[config.mk]
export PLATFORM = sky130hd
export DESIGN_NAME = instr_encoder
export DESIGN_NICKNAME = d
export VERILOG_FILES = /design/src/rtl/rv_fmt_pkg.sv /design/src/rtl/imm_pack.sv /design/src/rtl/instr_encoder.sv
export SDC_FILE = /design/constraint.sdc
export NUM_CORES = 1
export LEC_CHECK = 0
export BUFFER_PORTS_ARGS = -buffer_cell sky130_fd_sc_hd__buf_2
export CORE_ASPECT_RATIO = 1.25
export CORE_MARGIN = 2
export CORE_UTILIZATION = 46
export CTS_CLUSTER_DIAMETER = 50
export DETAILED_ROUTE_END_ITERATION = 8
export HOLD_SLACK_MARGIN = 0.12
export PLACE_DENSITY = 0.76
export REMOVE_ABC_BUFFERS = 1
export SLEW_MARGIN = 20
export SYNTH_ARGS = -nofsm -noshare
export SYNTH_HDL_FRONTEND = slang
export SYNTH_HIERARCHICAL = 1
export SYNTH_SLANG_ARGS = --single-unit
[constraint.sdc]
create_clock -name clk -period 1.3 [get_ports clk]
set_input_delay 0.13 -clock clk [delete_from_list [all_inputs] [get_ports clk]]
set_output_delay 0.13 -clock clk [all_outputs]
set_load 0.03 [all_outputs]
[src/rtl/rv_fmt_pkg.sv]
// Shared RV32I encoding definitions.
//
// Holds the instruction-format codes (also used by the core's immediate-source
// decoder), the RV32I major opcodes, and the signed immediate ranges that each
// format can represent.
package rv_fmt_pkg;

    localparam int unsigned FMT_W = 3;

    typedef enum logic [FMT_W-1:0] {
        FMT_I = 3'b000,
        FMT_S = 3'b001,
        FMT_B = 3'b010,
        FMT_J = 3'b011,
        FMT_U = 3'b100,
        FMT_R = 3'b111
    } fmt_e;

    // RV32I major opcodes, instr[6:0]
    localparam logic [6:0] OPC_LOAD   = 7'b0000011;
    localparam logic [6:0] OPC_OP_IMM = 7'b0010011;
    localparam logic [6:0] OPC_AUIPC  = 7'b0010111;
    localparam logic [6:0] OPC_STORE  = 7'b0100011;
    localparam logic [6:0] OPC_OP     = 7'b0110011;
    localparam logic [6:0] OPC_LUI    = 7'b0110111;
    localparam logic [6:0] OPC_BRANCH = 7'b1100011;
    localparam logic [6:0] OPC_JALR   = 7'b1100111;
    localparam logic [6:0] OPC_JAL    = 7'b1101111;

    // Representable signed immediate ranges (inclusive)
    localparam int IMM_I_MIN = -2048;
    localparam int IMM_I_MAX = 2047;
    localparam int IMM_B_MIN = -4096;
    localparam int IMM_B_MAX = 4094;
    localparam int IMM_J_MIN = -(1 << 20);
    localparam int IMM_J_MAX = (1 << 20) - 2;

    // True when imm, read as a signed 32-bit value, lies within [lo, hi].
    function automatic logic imm_fits(input logic [31:0] imm, input int lo, input int hi);
        return ($signed(imm) >= lo) && ($signed(imm) <= hi);
    endfunction

endpackage

[src/rtl/imm_pack.sv]
// Combinational RV32I field packer.
//
// Assembles one 32-bit instruction from its fields and scatters the immediate
// the same way the core's immediate decoder gathers it. err flags an immediate
// that does not fit its format (the word still carries the truncated bits) or
// an illegal format code (word forced to zero).
//
// Ports
//   fmt     in   format code (fmt_e values; others are illegal)
//   opcode  in   instr[6:0]
//   rd      in   instr[11:7]  (I/U/J/R)
//   rs1     in   instr[19:15] (I/S/B/R)
//   rs2     in   instr[24:20] (S/B/R)
//   funct3  in   instr[14:12] (I/S/B/R)
//   funct7  in   instr[31:25] (R)
//   imm     in   signed byte offset / value; U takes imm[31:12]
//   instr   out  encoded word
//   err     out  immediate out of range or format illegal
module imm_pack
    import rv_fmt_pkg::*;
(
    input  logic [FMT_W-1:0] fmt,
    input  logic [6:0]       opcode,
    input  logic [4:0]       rd,
    input  logic [4:0]       rs1,
    input  logic [4:0]       rs2,
    input  logic [2:0]       funct3,
    input  logic [6:0]       funct7,
    input  logic [31:0]      imm,
    output logic [31:0]      instr,
    output logic             err
);

    always_comb begin
        instr = 32'h0;
        err   = 1'b0;
        case (fmt)
            FMT_I: begin
                instr = {imm[11:0], rs1, funct3, rd, opcode};
                err   = !imm_fits(imm, IMM_I_MIN, IMM_I_MAX);
            end
            FMT_S: begin
                instr = {imm[11:5], rs2, rs1, funct3, imm[4:0], opcode};
                err   = !imm_fits(imm, IMM_I_MIN, IMM_I_MAX);
            end
            FMT_B: begin
                // imm[0] has no slot: branch targets are halfword aligned
                instr = {imm[12], imm[10:5], rs2, rs1, funct3, imm[4:1], imm[11], opcode};
                err   = !imm_fits(imm, IMM_B_MIN, IMM_B_MAX) || imm[0];
            end
            FMT_J: begin
                instr = {imm[20], imm[10:1], imm[11], imm[19:12], rd, opcode};
                err   = !imm_fits(imm, IMM_J_MIN, IMM_J_MAX) || imm[0];
            end
            FMT_U: begin
                instr = {imm[31:12], rd, opcode};
                err   = (imm[11:0] != 12'h000);
            end
            FMT_R: begin
                instr = {funct7, rs2, rs1, funct3, rd, opcode};
            end
            default: begin
                instr = 32'h0;
                err   = 1'b1;
            end
        endcase
    end

endmodule

[src/rtl/instr_encoder.sv]
// RV32I instruction encoder feeding the instruction-memory write port.
//
// Accepts one field bundle per cycle, encodes it through imm_pack and holds
// the result in a single output register together with the word address it
// is to be written to. Tracks how many words were consumed (saturating) and a
// sticky OR of their error flags.
//
// Ports
//   clk         in   clock, all state on rising edge
//   reset       in   synchronous active-high reset
//   restart     in   reload address to BASE_ADDR, clear count and sticky_err
//   in_valid    in   field bundle valid
//   in_ready    out  bundle accepted when in_valid & in_ready
//   fmt..imm    in   instruction fields (see imm_pack)
//   out_valid   out  encoded word valid
//   out_ready   in   word consumed when out_valid & out_ready
//   out_instr   out  encoded instruction
//   out_addr    out  word address for out_instr
//   out_err     out  error flag for this word
//   sticky_err  out  OR of out_err over consumed words since reset/restart
//   count       out  words consumed since reset/restart, saturates at 2^ADDR_W
module instr_encoder
    import rv_fmt_pkg::*;
#(
    parameter int unsigned ADDR_W    = 10,
    parameter int unsigned BASE_ADDR = 0
) (
    input  logic              clk,
    input  logic              reset,
    input  logic              restart,
    input  logic              in_valid,
    output logic              in_ready,
    input  logic [FMT_W-1:0]  fmt,
    input  logic [6:0]        opcode,
    input  logic [4:0]        rd,
    input  logic [4:0]        rs1,
    input  logic [4:0]        rs2,
    input  logic [2:0]        funct3,
    input  logic [6:0]        funct7,
    input  logic [31:0]       imm,
    output logic              out_valid,
    input  logic              out_ready,
    output logic [31:0]       out_instr,
    output logic [ADDR_W-1:0] out_addr,
    output logic              out_err,
    output logic              sticky_err,
    output logic [ADDR_W:0]   count
);

    localparam logic [ADDR_W-1:0] BaseAddr = ADDR_W'(BASE_ADDR);
    localparam logic [ADDR_W-1:0] AddrOne  = ADDR_W'(1);
    localparam logic [ADDR_W:0]   CountOne = (ADDR_W + 1)'(1);
    localparam logic [ADDR_W:0]   CountMax = {1'b1, {ADDR_W{1'b0}}};

    logic              valid_q, valid_d;
    logic [31:0]       instr_q, instr_d;
    logic              err_q, err_d;
    logic [ADDR_W-1:0] addr_q, addr_d;
    logic [ADDR_W:0]   count_q, count_d;
    logic              sticky_q, sticky_d;

    logic [31:0]       enc_instr;
    logic              enc_err;
    logic              out_fire;

    imm_pack u_imm_pack (
        .fmt    (fmt),
        .opcode (opcode),
        .rd     (rd),
        .rs1    (rs1),
        .rs2    (rs2),
        .funct3 (funct3),
        .funct7 (funct7),
        .imm    (imm),
        .instr  (enc_instr),
        .err    (enc_err)
    );

    // Output register is free when empty or being drained this cycle.
    assign in_ready = !reset && (!valid_q || out_ready);
    assign out_fire = valid_q && out_ready;

    always_comb begin
        valid_d  = valid_q;
        instr_d  = instr_q;
        err_d    = err_q;
        addr_d   = addr_q;
        count_d  = count_q;
        sticky_d = sticky_q;

        if (in_ready) begin
            valid_d = in_valid;
            if (in_valid) begin
                instr_d = enc_instr;
                err_d   = enc_err;
            end
        end

        // restart rewinds the bookkeeping only; a pending word stays in the
        // register and is reported at BaseAddr.
        if (restart) begin
            addr_d   = BaseAddr;
            count_d  = '0;
            sticky_d = 1'b0;
        end else if (out_fire) begin
            addr_d   = addr_q + AddrOne;
            if (count_q != CountMax) begin
                count_d = count_q + CountOne;
            end
            sticky_d = sticky_q | err_q;
        end
    end

    always_ff @(posedge clk) begin
        if (reset) begin
            valid_q  <= 1'b0;
            instr_q  <= 32'h0;
            err_q    <= 1'b0;
            addr_q   <= BaseAddr;
            count_q  <= '0;
            sticky_q <= 1'b0;
        end else begin
            valid_q  <= valid_d;
            instr_q  <= instr_d;
            err_q    <= err_d;
            addr_q   <= addr_d;
            count_q  <= count_d;
            sticky_q <= sticky_d;
        end
    end

    assign out_valid  = valid_q;
    assign out_instr  = instr_q;
    assign out_err    = err_q;
    assign out_addr   = addr_q;
    assign count      = count_q;
    assign sticky_err = sticky_q;

endmodule
==> results of run 1 <==
## state kept, by name, indices dropped and copies added, names as in the netlist
register    flops
out_valid       1
count          11
out_addr       10
out_instr      32
out_err         1
sticky_err      1
## kinds of logic after synthesis
| kind of cell | count (synthesis) | synth area share, % |
|---|---|---|
| muxes | 49 | 17.94 |
| buffers and inverters | 33 | 4.936 |
| AOI/OAI and AO/OA | 85 | 16.51 |
| adders and majority gates | 3 | 1.043 |
| xor gates and xnor gates | 3 | 1.251 |
| DFF | 56 | 31.14 |
| and+or+nand+nor | 176 | 27.18 |
## layer usage
layer	part of all wire [%]	track usage, %
met3	5.9	3.763
met4	2.0	7.188
met5	0.14	0
met1	40	29.64
met2	52	45.97
## cell type report
class	instances	area (um^2)	area share, %
Clock buffer	6	72.57	1.333
Timing Repair Buffer	231	1481	27.21
Tap cell	95	118.9	2.183
Multi-Input combinational cell	316	2552	46.89
Inverter	9	36.28	0.6665
Sequential cell	56	1147	21.08
Clock inverter	2	35.03	0.6435
## critical path, delay by kind of cell, from the launching register on
| kind | cells | cell delay [ps] |
|---|---|---|
| simple gates | 2 | 560 |
| flops | 1 | 340 |
| mux | 1 | 300 |
| buf+inv | 1 | 190 |
## per-stage QoR
step           worst slack, ps  hold WS (ps)  utilization (%)
2_1_floorplan            -1298         202.4                -
3_3_place_gp            -288.5         367.2            63.14
3_5_place_dp            -349.8         407.4            63.14
4_1_cts                 -186.2         157.1            66.50
5_1_grt                 -237.3         152.3            70.68
6_report                -206.1         157.8            70.68
## repair_timing
action                                 CTS  global route
resized for setup                       25            46
setup endpoints to repair               50            52
endpoints found under the hold margin    1             0
setup buffers                            7            12
gates cloned                             0             1
hold buffers                             1             0
pin swaps                                4            16
## worst max path at each step
stage                                start                         end  slack [ps]
floorplan           out_valid$_SDFFE_PP0P_   out_instr[7]$_SDFFE_PP0P_       -1300
global placement                   imm[23]        out_err$_SDFFE_PP0P_        -290
detailed placement                 imm[23]        out_err$_SDFFE_PP0P_        -350
CTS                 out_valid$_SDFFE_PP0P_  out_instr[11]$_SDFFE_PP0P_        -190
global route        out_valid$_SDFFE_PP0P_  out_instr[22]$_SDFFE_PP0P_        -240
finish              out_valid$_SDFFE_PP0P_  out_instr[11]$_SDFFE_PP0P_        -210
## where the power goes
group          internal (W)  switching, W
sequential          0.00180     0.0000477
clock              0.000573      0.000566
combinational      0.000587      0.000648
## cells in the mapped netlist, types with 8 or more instances
master    instances  share of area [%]
a22oi_1           9                1.9
inv_1             9               0.94
a21oi_1          18                2.5
nand3_1          12                1.7
buf_2            10                1.4
or3_1             9                1.6
nor4_1            9                1.6
mux2i_1          15                4.2
mux2_4           30                 13
nand4_1          16                2.8
dfxtp_1          56                 31
o21ai_0           8                1.1
o221ai_1          8                1.9
clkbuf_1          8               0.83
and2_1            8                1.4
nor2_1           27                2.8
o21ai_1          10                1.4
nor2b_1          39                6.8
nand2_1          35                3.6
## cell usage in the layout (no fill, tap or decap), types with 3 or more instances in the layout
| master | netlist | layout |
|---|---|---|
| a22o_1 | 5 | 5 |
| a21oi_2 | 0 | 4 |
| o221ai_1 | 8 | 8 |
| nor2_1 | 27 | 27 |
| nor4_4 | 0 | 3 |
| a22oi_1 | 9 | 9 |
| o21ai_1 | 10 | 10 |
| or3_1 | 9 | 7 |
| buf_4 | 1 | 94 |
| buf_6 | 5 | 4 |
| mux2_2 | 4 | 4 |
| a221oi_1 | 5 | 5 |
| nand2_1 | 35 | 34 |
| nor3_1 | 3 | 3 |
| buf_2 | 10 | 128 |
| nand3_1 | 12 | 10 |
| nor4_1 | 9 | 6 |
| dfxtp_2 | 0 | 9 |
| ha_4 | 0 | 3 |
| nand2b_1 | 3 | 3 |
| mux2i_1 | 15 | 15 |
| dfxtp_4 | 0 | 4 |
| inv_1 | 9 | 7 |
| nand4_1 | 16 | 16 |
| clkbuf_8 | 0 | 5 |
| and2_1 | 8 | 8 |
| dfxtp_1 | 56 | 43 |
| nor2b_1 | 39 | 37 |
| o21ai_0 | 8 | 8 |
| o31ai_1 | 3 | 3 |
| a21oi_1 | 18 | 14 |
| mux2_4 | 30 | 30 |
==> impl_metrics.ini, run 1 <==
[cells_and_area]
finalInstanceArea_mm2 = 0.005444
nFillCells = 601
fin_cells = 715
area_growth_pct = 51.23
drive_above_1_share_pct = 51.94
antenna_cells = 0
nets = 694

[cts]
clock-root-buffer = clkbuf_8
cts_buffers = 5
worstSkewPairLatency_ps = 310
cts_tree = yes
clockBufferDepth = 2
cts.htree.levels = 2
clock_sinks = 56
clk_pin_slew_ps = 100

[route]
dr.pass1.iters = 4
vias_per_cell = 5.576
wl_per_cell_um = 15.92
vias = 3987
drc = 0
first_iter_violations = 151
ant_nets = 0
finalWirelength_um = 11380

[placed_design]
dp_hpwl_um = 8155
gp_congestion = 0.9100
port_buffers = 128
place_inst = 687
dpl_cell_area_mm2 = 0.004863

[synth]
async_reset_ff_share_pct = 0
synth_top_flop_cell = dfxtp_1
yosysWarnings = 6
ys_seq_elements = 56
synth_edf_count = 0
yosysUniqueCellTypes = 53
syn_area_mm2 = 0.003600
synthCells = 405
yosysSeqAreaShare_pct = 31.14
avgSynthCellArea_um2 = 8.888

[worst_setup_path]
critical_path_class = reg -> reg
path_cells = nor2b_4 -> or3b_4 -> buf_12 -> mux2_4
reg2reg_depth = 4
rrSetupSlack_ps = -210
slowest_stage = or3b_4
required_ps = 1500
critPathArrivalTime_ps = 1710
slowest_delay_ps = 430
critPathMaxFanout = 18
critPathCaptureType = register
r2r_end = out_instr[11]$_SDFFE_PP0P_
timing.rr.start = out_valid$_SDFFE_PP0P_
start_kind = register

[timing]
fmax_mhz = 663.9
worst_slew_pin_slew_ps = 662.0
fin_skew_ps = 6.722
slew_headroom_pct = 55.70
setup_viol = 41
tns_ps = -6737
fin_ws_ps = -206.1
hold_violations = 0
period_minus_slack_ps = 1506
final_max_slew_viol_count = 0
finalCritPeriodShare_pct = 115.9
rsz0062_at_grt = true

[floorplan]
io_pins = 129
start_util_pct = 46.73
rows = 36
core-area_mm2 = 0.007702
fp.dieH_um = 102.9
dieWidth_um = 83.12
dieArea_mm2 = 0.008553

[pwr]
ir_worst_vdd_uv = 514.7
total_power_w = 0.004217
power.density_mw_per_mm2 = 774.6
p_leak_nw = 2.567

[run_status]
violations = setup timing
outcome = complete, but fails checks

[hold_path]
hold_depth = 3
min_from = opcode[5]
whs_endpoint = out_instr[5]$_SDFFE_PP0P_
hp-class = in -> reg

[job]
cap_violations = 0

[grt]
grt_pass1_vias = 3637
overflow = 0
grt_util_all_layers_pct = 24.68
grt_pass1_wl_um = 17220
grt_max_degree = 20
antenna_found_initial = 1
Note: power is estimated with default switching activity, not from simulation.
==> run 2: changes to the inputs <==
--- a/config.mk
+++ b/config.mk
@@ -14,7 +14,7 @@
 export HOLD_SLACK_MARGIN = 0.12
 export PLACE_DENSITY = 0.76
 export REMOVE_ABC_BUFFERS = 1
-export SLEW_MARGIN = 20
+export SKIP_LAST_GASP = 1
 export SYNTH_ARGS = -nofsm -noshare
 export SYNTH_HDL_FRONTEND = slang
 export SYNTH_HIERARCHICAL = 1
==> run 2 against run 1 <==
  * The flow still finishes with violations (setup timing)
  * Register-to-register slack about the same
  * Utilization down 0.42 points
  * Non-clock buffer count is 1 lower
  * Clock skew about the same
  * Hold slack got worse by 0.56 ps
  * Largest cell class unchanged
  * Routed wire length up 0.52%
  * Clock power is essentially flat
  * Final cell count shrank 0.14%
  * Maximum frequency down 0.47%
  * Via count is essentially flat
  * Sequential share of layout area barely moved
  * Global-route usage is 0.085 points higher
==> impl_metrics.ini, run 2 (synthesized netlist as in run 1, its figures left out) <==
[run_status]
outcome = complete, but fails checks
violations = setup timing

[placed_design]
dp_hpwl_um = 8155
gp_congestion = 0.9100
port_buffers = 128
pre_cts_ws_ps = -349.8
place_inst = 687

[timing]
fin_ws_ps = -213.2
setup_viol = 45
fmax_mhz = 660.9
rsz0062_at_grt = true
worst_slew_pin_slew_ps = 664.7
hold_violations = 0
finalCritPeriodShare_pct = 116.4
period_minus_slack_ps = 1513
hold_slack_ps = 157.2
fin_skew_ps = 6.535
final_max_slew_viol_count = 0
slew_headroom_pct = 55.52
tns_ps = -6808

[worst_setup_path]
slowest_delay_ps = 510
crit_cells = 5
reg2reg_depth = 5
critical_path_class = reg -> reg
path_cells = buf_6 -> nand4_1 -> buf_4 -> or4_4 -> a21oi_2
required_ps = 1550
critPathMaxFanout = 9
start_kind = register
r2r_end = count[8]$_SDFFE_PP0P_
cpLargestDelayFamily = simple AND/OR/NAND/NOR gates
slowest_stage = or4_4
critPathCaptureType = register
rrSetupSlack_ps = -210
critPathArrivalTime_ps = 1760
crit_buf_inv = 2
timing.rr.start = out_valid$_SDFFE_PP0P_

[grt]
grt_pass1_vias = 3687
grt_pass1_wl_um = 17240
grt_util_all_layers_pct = 24.77
antenna_found_initial = 1
overflow = 0
grt_max_degree = 20

[pwr]
p_leak_nw = 2.560
ir_worst_vdd_uv = 514.9
power.density_mw_per_mm2 = 779.2

[route]
vias = 3989
vias_per_cell = 5.587
wl_per_cell_um = 16.02
ant_nets = 0
dr.pass1.iters = 4
finalWirelength_um = 11440
drc = 0
first_iter_violations = 160

[cells_and_area]
final_common_cell = buf_2
antenna_cells = 0
area_growth_pct = 50.33
nets = 693
largest_reg_flops = 32
drive_above_1_share_pct = 50.89
final_util_pct = 70.26
mostFrequentLayoutCells = buf_2 (128), buf_4 (94), dfxtp_1 (46)
fin_cells = 714

[floorplan]
dieArea_mm2 = 0.008553
rows = 36
dieWidth_um = 83.12
io_pins = 129
start_util_pct = 46.73
fp.dieH_um = 102.9
core-area_mm2 = 0.007702

[cts]
cts.htree.levels = 2
clock-root-buffer = clkbuf_8
clk_pin_slew_ps = 100
cts_tree = yes
worstSkewPairLatency_ps = 310
clockBufferDepth = 2
clock_sinks = 56
cts_buffers = 5

[hold_path]
whs_endpoint = out_instr[5]$_SDFFE_PP0P_
hp-class = in -> reg
min_from = opcode[5]
hold_depth = 3

[job]
cap_violations = 0
## run 2: metal layers
metal / track usage [%] / share of wire (%) / wire length (um) / vias up
met2: 46.84 / 52 / 6000 / 165
li1: - / - / - / 1925
met4: 7.062 / 1.8 / 207 / 2
met1: 29.14 / 40 / 4581 / 1873
met3: 3.923 / 5.5 / 634 / 24
met5: 0 / 0.14 / 16 / -
## run 2: power by group
part           switching (W)  internal, W
clock network       0.000567     0.000573
logic               0.000645     0.000586
registers          0.0000475      0.00180
## run 2: worst min-delay path: cells and delay by family
kind | cells | cell delay [ps]
buffers and inverters | 1 | 70
muxes | 1 | 140
and+or+nand+nor | 1 | 100
## run 2: how the worst max path moves through the flow
stage / start / endpoint / slack [ps]
6_report: out_valid$_SDFFE_PP0P_ / count[8]$_SDFFE_PP0P_ / -210
5_1_grt: out_valid$_SDFFE_PP0P_ / count[8]$_SDFFE_PP0P_ / -250
4_1_cts: out_valid$_SDFFE_PP0P_ / out_instr[11]$_SDFFE_PP0P_ / -190
3_5_place_dp: imm[23] / out_err$_SDFFE_PP0P_ / -350
3_3_place_gp: imm[23] / out_err$_SDFFE_PP0P_ / -290
2_1_floorplan: out_valid$_SDFFE_PP0P_ / out_instr[7]$_SDFFE_PP0P_ / -1300
## run 2: area by class of cell
type / instances / area, um^2
sequential: 56 / 1141
timing repair buffer: 230 / 1466
fill: 608 / 2291
clock buffer: 6 / 72.57
multi-input combinational: 316 / 2541
inverter: 9 / 36.28
tap: 95 / 118.9
clock inverter: 2 / 35.03
## run 2: repair_timing
item	in CTS	in global routing
endpoints found under the setup margin	50	52
pin swaps	4	12
buffers inserted	7	11
hold endpoints to repair	1	0
gates resized for setup	24	38
hold buffers	1	0
cloned	0	1
## run 2: metrics by stage
stage	area (um^2)	power (W)
6_report	5411	0.004217
5_1_grt	5411	0.004395
4_1_cts	5114	0.004189
3_5_place_dp	4863	0.003061
3_3_place_gp	4863	0.003033
2_1_floorplan	3456	0.002510
